==> src/rtl/shift_reg_sequencer_if.sv <==
// Command channel for shift_reg_sequencer: valid/ready plus the command fields.
// The master offers commands and the slave (the sequencer) accepts them.
interface shift_reg_sequencer_if #(
  parameter int WIDTH = 8,
  parameter int AMT_W = 3
);
  logic             cmd_valid;
  logic             cmd_ready;
  logic [1:0]       cmd_op;
  logic             cmd_preload;
  logic [WIDTH-1:0] cmd_data;
  logic [AMT_W-1:0] cmd_amount;

  modport master (
    output cmd_valid,
    output cmd_op,
    output cmd_preload,
    output cmd_data,
    output cmd_amount,
    input  cmd_ready
  );

  modport slave (
    input  cmd_valid,
    input  cmd_op,
    input  cmd_preload,
    input  cmd_data,
    input  cmd_amount,
    output cmd_ready
  );
endinterface

==> src/rtl/shift_reg_sequencer.sv <==
// Sequences load/rotate/ASR commands onto a free-running shift register.
// Define SEQ_ABORT_EN to add the abort input and aborted output.
module shift_reg_sequencer #(
  parameter int WIDTH = 8,
  parameter int AMT_W = 3
) (
  input  logic                 clock,
  input  logic                 reset_value,
  shift_reg_sequencer_if.slave cmd,
  input  logic [WIDTH-1:0]     q_in,
  output logic [WIDTH-1:0]     reg_data,
  output logic                 reg_loadn,
  output logic                 reg_rotate,
  output logic                 reg_asright,
  output logic [WIDTH-1:0]     result,
  output logic                 done
`ifdef SEQ_ABORT_EN
  ,
  input  logic                 abort,
  output logic                 aborted
`endif
);

  localparam logic [1:0] OP_LOAD = 2'b00;
  localparam logic [1:0] OP_ROL  = 2'b01;
  localparam logic [1:0] OP_ASR  = 2'b11;

  typedef enum logic [1:0] {
    IDLE,
    LOAD,
    SHIFT,
    DONE
  } state_t;

  state_t           state_q;
  logic [1:0]       op_q;
  logic [WIDTH-1:0] data_q;
  logic [AMT_W-1:0] cnt_q;
  logic [WIDTH-1:0] result_q;
  logic             done_q;
  logic             abort_hit;

`ifdef SEQ_ABORT_EN
  logic abt_q;
  logic aborted_q;
  assign abort_hit = abort;
  assign aborted   = aborted_q;
`else
  assign abort_hit = 1'b0;
`endif

  always_ff @(posedge clock) begin
    if (reset_value) begin
      state_q  <= IDLE;
      op_q     <= OP_LOAD;
      data_q   <= '0;
      cnt_q    <= '0;
      result_q <= '0;
      done_q   <= 1'b0;
`ifdef SEQ_ABORT_EN
      abt_q     <= 1'b0;
      aborted_q <= 1'b0;
`endif
    end else begin
      done_q <= 1'b0;
`ifdef SEQ_ABORT_EN
      aborted_q <= 1'b0;
`endif
      unique case (state_q)
        IDLE: begin
          if (cmd.cmd_valid) begin
            op_q   <= cmd.cmd_op;
            data_q <= cmd.cmd_data;
            cnt_q  <= (cmd.cmd_op == OP_LOAD) ? '0 : cmd.cmd_amount;
`ifdef SEQ_ABORT_EN
            abt_q <= 1'b0;
`endif
            if (cmd.cmd_op == OP_LOAD || cmd.cmd_preload)
              state_q <= LOAD;
            else if (cmd.cmd_amount != '0)
              state_q <= SHIFT;
            else
              state_q <= DONE;
          end
        end
        LOAD: begin
          // cnt_q is zero for LOAD ops, so one test covers both exits
          if (abort_hit || cnt_q == '0)
            state_q <= DONE;
          else
            state_q <= SHIFT;
`ifdef SEQ_ABORT_EN
          abt_q <= abort_hit;
`endif
        end
        SHIFT: begin
          cnt_q <= cnt_q - AMT_W'(1);
          if (abort_hit || cnt_q == AMT_W'(1))
            state_q <= DONE;
`ifdef SEQ_ABORT_EN
          abt_q <= abort_hit;
`endif
        end
        DONE: begin
          result_q <= q_in;
          done_q   <= 1'b1;
          state_q  <= IDLE;
`ifdef SEQ_ABORT_EN
          aborted_q <= abt_q;
`endif
        end
        default: state_q <= IDLE;
      endcase
    end
  end

  // Hold states reload q so the register never free-runs
  always_comb begin
    reg_data    = q_in;
    reg_loadn   = 1'b0;
    reg_rotate  = 1'b0;
    reg_asright = 1'b0;
    unique case (state_q)
      LOAD:  reg_data = data_q;
      SHIFT: begin
        reg_loadn   = 1'b1;
        reg_rotate  = (op_q != OP_ROL);
        reg_asright = (op_q == OP_ASR);
      end
      default: ;
    endcase
  end

  assign cmd.cmd_ready = (state_q == IDLE);
  assign result        = result_q;
  assign done          = done_q;

endmodule

==> src/flat_wrapper.sv <==
// flat-port wrapper written by rule: the top's interface ports become plain ports
module shift_reg_sequencer_flat 
#(
  parameter int WIDTH = 8,
  parameter int AMT_W = 3
)
  (clock, reset_value, q_in, reg_data, reg_loadn, reg_rotate, reg_asright, result, done, cmd_cmd_valid, cmd_cmd_op, cmd_cmd_preload, cmd_cmd_data, cmd_cmd_amount, cmd_cmd_ready);
  shift_reg_sequencer_if #(.WIDTH(WIDTH), .AMT_W(AMT_W)) cmd_i ();
  input  logic clock;
  input  logic reset_value;
  input  logic [WIDTH-1:0] q_in;
  output logic [WIDTH-1:0] reg_data;
  output logic reg_loadn;
  output logic reg_rotate;
  output logic reg_asright;
  output logic [WIDTH-1:0] result;
  output logic done;
  input wire logic [$bits(cmd_i.cmd_valid)-1:0] cmd_cmd_valid;
  input wire logic [$bits(cmd_i.cmd_op)-1:0] cmd_cmd_op;
  input wire logic [$bits(cmd_i.cmd_preload)-1:0] cmd_cmd_preload;
  input wire logic [$bits(cmd_i.cmd_data)-1:0] cmd_cmd_data;
  input wire logic [$bits(cmd_i.cmd_amount)-1:0] cmd_cmd_amount;
  output wire logic [$bits(cmd_i.cmd_ready)-1:0] cmd_cmd_ready;
  assign cmd_i.cmd_valid = cmd_cmd_valid;
  assign cmd_i.cmd_op = cmd_cmd_op;
  assign cmd_i.cmd_preload = cmd_cmd_preload;
  assign cmd_i.cmd_data = cmd_cmd_data;
  assign cmd_i.cmd_amount = cmd_cmd_amount;
  assign cmd_cmd_ready = cmd_i.cmd_ready;
  shift_reg_sequencer #(.WIDTH(WIDTH), .AMT_W(AMT_W)) u_core (.clock(clock), .reset_value(reset_value), .cmd(cmd_i), .q_in(q_in), .reg_data(reg_data), .reg_loadn(reg_loadn), .reg_rotate(reg_rotate), .reg_asright(reg_asright), .result(result), .done(done));
endmodule
==> config.mk <==
export PLATFORM = sky130hd
export DESIGN_NAME = shift_reg_sequencer_flat
export DESIGN_NICKNAME = d
export VERILOG_FILES = /design/src/rtl/shift_reg_sequencer_if.sv /design/src/rtl/shift_reg_sequencer.sv /design/src/flat_wrapper.sv
export SDC_FILE = /design/constraint.sdc
export NUM_CORES = 1
export LEC_CHECK = 0
export BUFFER_PORTS_ARGS = -buffer_cell sky130_fd_sc_hd__buf_2
export CORE_MARGIN = 2
export CORE_UTILIZATION = 45
export DETAILED_ROUTE_END_ITERATION = 8
export PLACE_DENSITY_LB_ADDON = 0.08
export SLEW_MARGIN = 40
export SYNTH_ARGS = -nofsm -noshare
export SYNTH_HDL_FRONTEND = slang
export SYNTH_SLANG_ARGS = --single-unit
==> constraint.sdc <==
create_clock -name clock -period 2.4 [get_ports clock]
set_clock_uncertainty 0.15 [all_clocks]
set_input_delay 0.24 -clock clock [delete_from_list [all_inputs] [get_ports clock]]
set_output_delay 0.24 -clock clock [all_outputs]
set_load 0.005 [all_outputs]
==> metrics <==
status completed; fraction of layout cells with a size suffix above 1 33.51%; num ports 46; routed via count 1072; WP data required 2.01 ns; Slew headroom 63.41%; Slew Limit Fails 0; die height 55.34 um; core box area 2477 sq um; Sink Count 24; fin crit period 2.099 ns; drt wl/cell 12.58 um; startpoint types flop; Synthesized Nets 165; H-tree levels 1; # Post-CTS Setup Buffers 0; P_sw 0.4963 mW; Vias/cell 4.986; Detailed Place HPWL 1.920 mm; Worst setup EP type output pin; Remaining DRCs 0; MaxCap Viol Count 0; initial antenna violation count 0; DR pass1 iterations 4; Bufs and invs on worst path 2; Final GP Congestion 0.7942; Clock Path Buffers 2; count leader, synth dfxtp_1; diodes inserted 0; # rows 18; vias in the first global route 1059; Power Density 928.8 nW/um^2; Worst VDD drop 0.0005060 V; WP data arrival 1.71 ns; Post-Synthesis Cells 133; Sw Share 34.63%; top cell type's share of synthesized area 40.51%; final critical-path share of the clock period 87.48%; clock share of power 20.5%; Hold Path Class in -> reg; WS Path Type reg -> out; count of final hold-check violations 0; Die Wd 55.34 um; fin nets 218; Routed Antenna Nets 0; I/O Buffers 45; RSZ-0062 raised after global routing no; CTS tree built; Total Power 1.433 mW; Pint 0.9367 mW; prevailing post-synth register cell dfxtp_1; grt total ovfl 0; largest cells by area after synthesis dfxtp_1 (41%), mux2i_1 (8.4%), mux2_2 (7.6%); Layout area overhead 30.06%; Synth Register Bits 24; clock-pin slew on the worst setup and hold paths 0.14 ns; Root Driver clkbuf_4; die area 3063 sq um; warnings from Yosys 0; asr flop ratio synth 0%; Synth Cell Area 1186 sq um; largest net degree at the start of global routing 25; Crit path largest cell delay 0.43 ns; DRT Wirelength 2.704 mm; GRT Util Overall 18.63%; Post-synth EDFFs 0; Pleak 0.7067 nW; post-synthesis sequential area ratio 40.51%; Setup TNS 0 ns; Mean Syn Cell Area 8.918 sq um; Flop pwr share 35.7%; cell family with most CP delay adder cells; Starting Density 47.88%; crit path max fanout 9; Clock Latency Late Sink 0.32 ns; Comb pwr share 43.9%; global-route wire length before repair 4.629 mm; Post-synth top cells dfxtp_1 (24), nand2_1 (22), nor2_1 (16); Setup violations, final 0; post-synth top area cell dfxtp_1; critical path's slowest cell ha_1; Num CTS Buffers 3; initial detailed-routing violation count 17; slew at the pin with the worst max-slew slack 0.5488 ns; CP Cell Sequence inv_1 > ha_1 > mux2_2 > buf_2; Netlist cell types 29; FMAX 476.3 MHz
-- worst reg2reg max path, cell delays in order (launching register included) --
cell     delay, ns
dfxtp_1       0.37
inv_1         0.09
ha_1          0.31
and2_1        0.45
nand4_1       0.15
a21oi_1       0.18
-- cells by family after synthesis --
logic type / synth area share [%]
AOI/OAI and AO/OA: 10.87
DFF: 40.51
buffers and inverters: 5.168
adders and majority gates: 7.384
muxes: 17.30
and+or+nand+nor: 18.78
-- layout make-up --
cell class	instances	area (sq um)
clock buffer	3	22.52
clock inverter	1	30.03
fill	238	934.6
inverter	6	22.52
multi-input combinational	98	644.4
sequential	24	480.5
tap	30	37.54
timing repair buffer	53	305.3
-- placed cells by master (no fill, tap or decap), types with 2 or more instances in the layout --
cell / instances
buf_2: 45
dfxtp_1: 24
nand2_1: 22
nor2_1: 16
a21oi_1: 15
mux2i_1: 10
mux2_2: 8
dlygate4sd3_1: 8
ha_1: 7
inv_1: 6
o21ai_0: 3
clkbuf_4: 3
nor2b_1: 2
-- through the flow --
stage / std cells / hold slack (ns) / util, % / instance area [sq um] / worst slack (ns)
after floorplan: 133 / 0.1591 / - / 1186 / 0.8936
after detailed placement: 203 / 0.2962 / 56.92 / 1410 / 0.6348
after global placement: 203 / 0.2897 / 56.92 / 1410 / 0.6826
after CTS: 215 / 0.0007890 / 62.27 / 1543 / 0.2627
after global routing: 215 / 0.01063 / 62.27 / 1543 / 0.1692
final: 215 / 0.008603 / 62.27 / 1543 / 0.3005
-- power by group through the flow --
stage,clock network [mW],registers [mW],logic [mW]
global route,0.319,0.521,0.706
finish,0.293,0.511,0.629
detailed placement,0,0.519,0.623
global placement,0,0.514,0.607
floorplan,0,0.511,0.455
CTS,0.303,0.510,0.639
-- what timing repair did --
item | CTS | global route
hold endpoints to repair | 8 | 0
gates resized for setup | 0 | 0
hold buffers | 8 | 0
-- flip-flops by register name, summed over array words and instances (netlist names) --
signal,count
u_core.cnt_q,3
u_core.data_q,8
u_core.done,1
u_core.op_q,2
u_core.result,8
u_core.state_q,2
-- path summary, 6_finish.rpt --
| check | from | endpoint | slack, ns | cells after the start |
|---|---|---|---|---|
| max | u_core.state_q[1] | reg_data[3] | 0.30 | 4 |
| min | q_in[6] | u_core.result[6] | 0.009 | 3 |
| max reg2reg | u_core.state_q[0] | u_core.cnt_q[0] | 0.64 | 5 |
| min reg2reg | u_core.data_q[2] | u_core.data_q[2] | 0.31 | 2 |
-- metal layers --
| layer | track usage [%] | routed length (um) |
|---|---|---|
| met1 | 24.19 | 1180 |
| met2 | 31.80 | 1355 |
| met3 | 2.108 | 130 |
| met4 | 6.620 | 38 |
| met5 | 0 | 0 |
(Power assumes the default switching activity.)
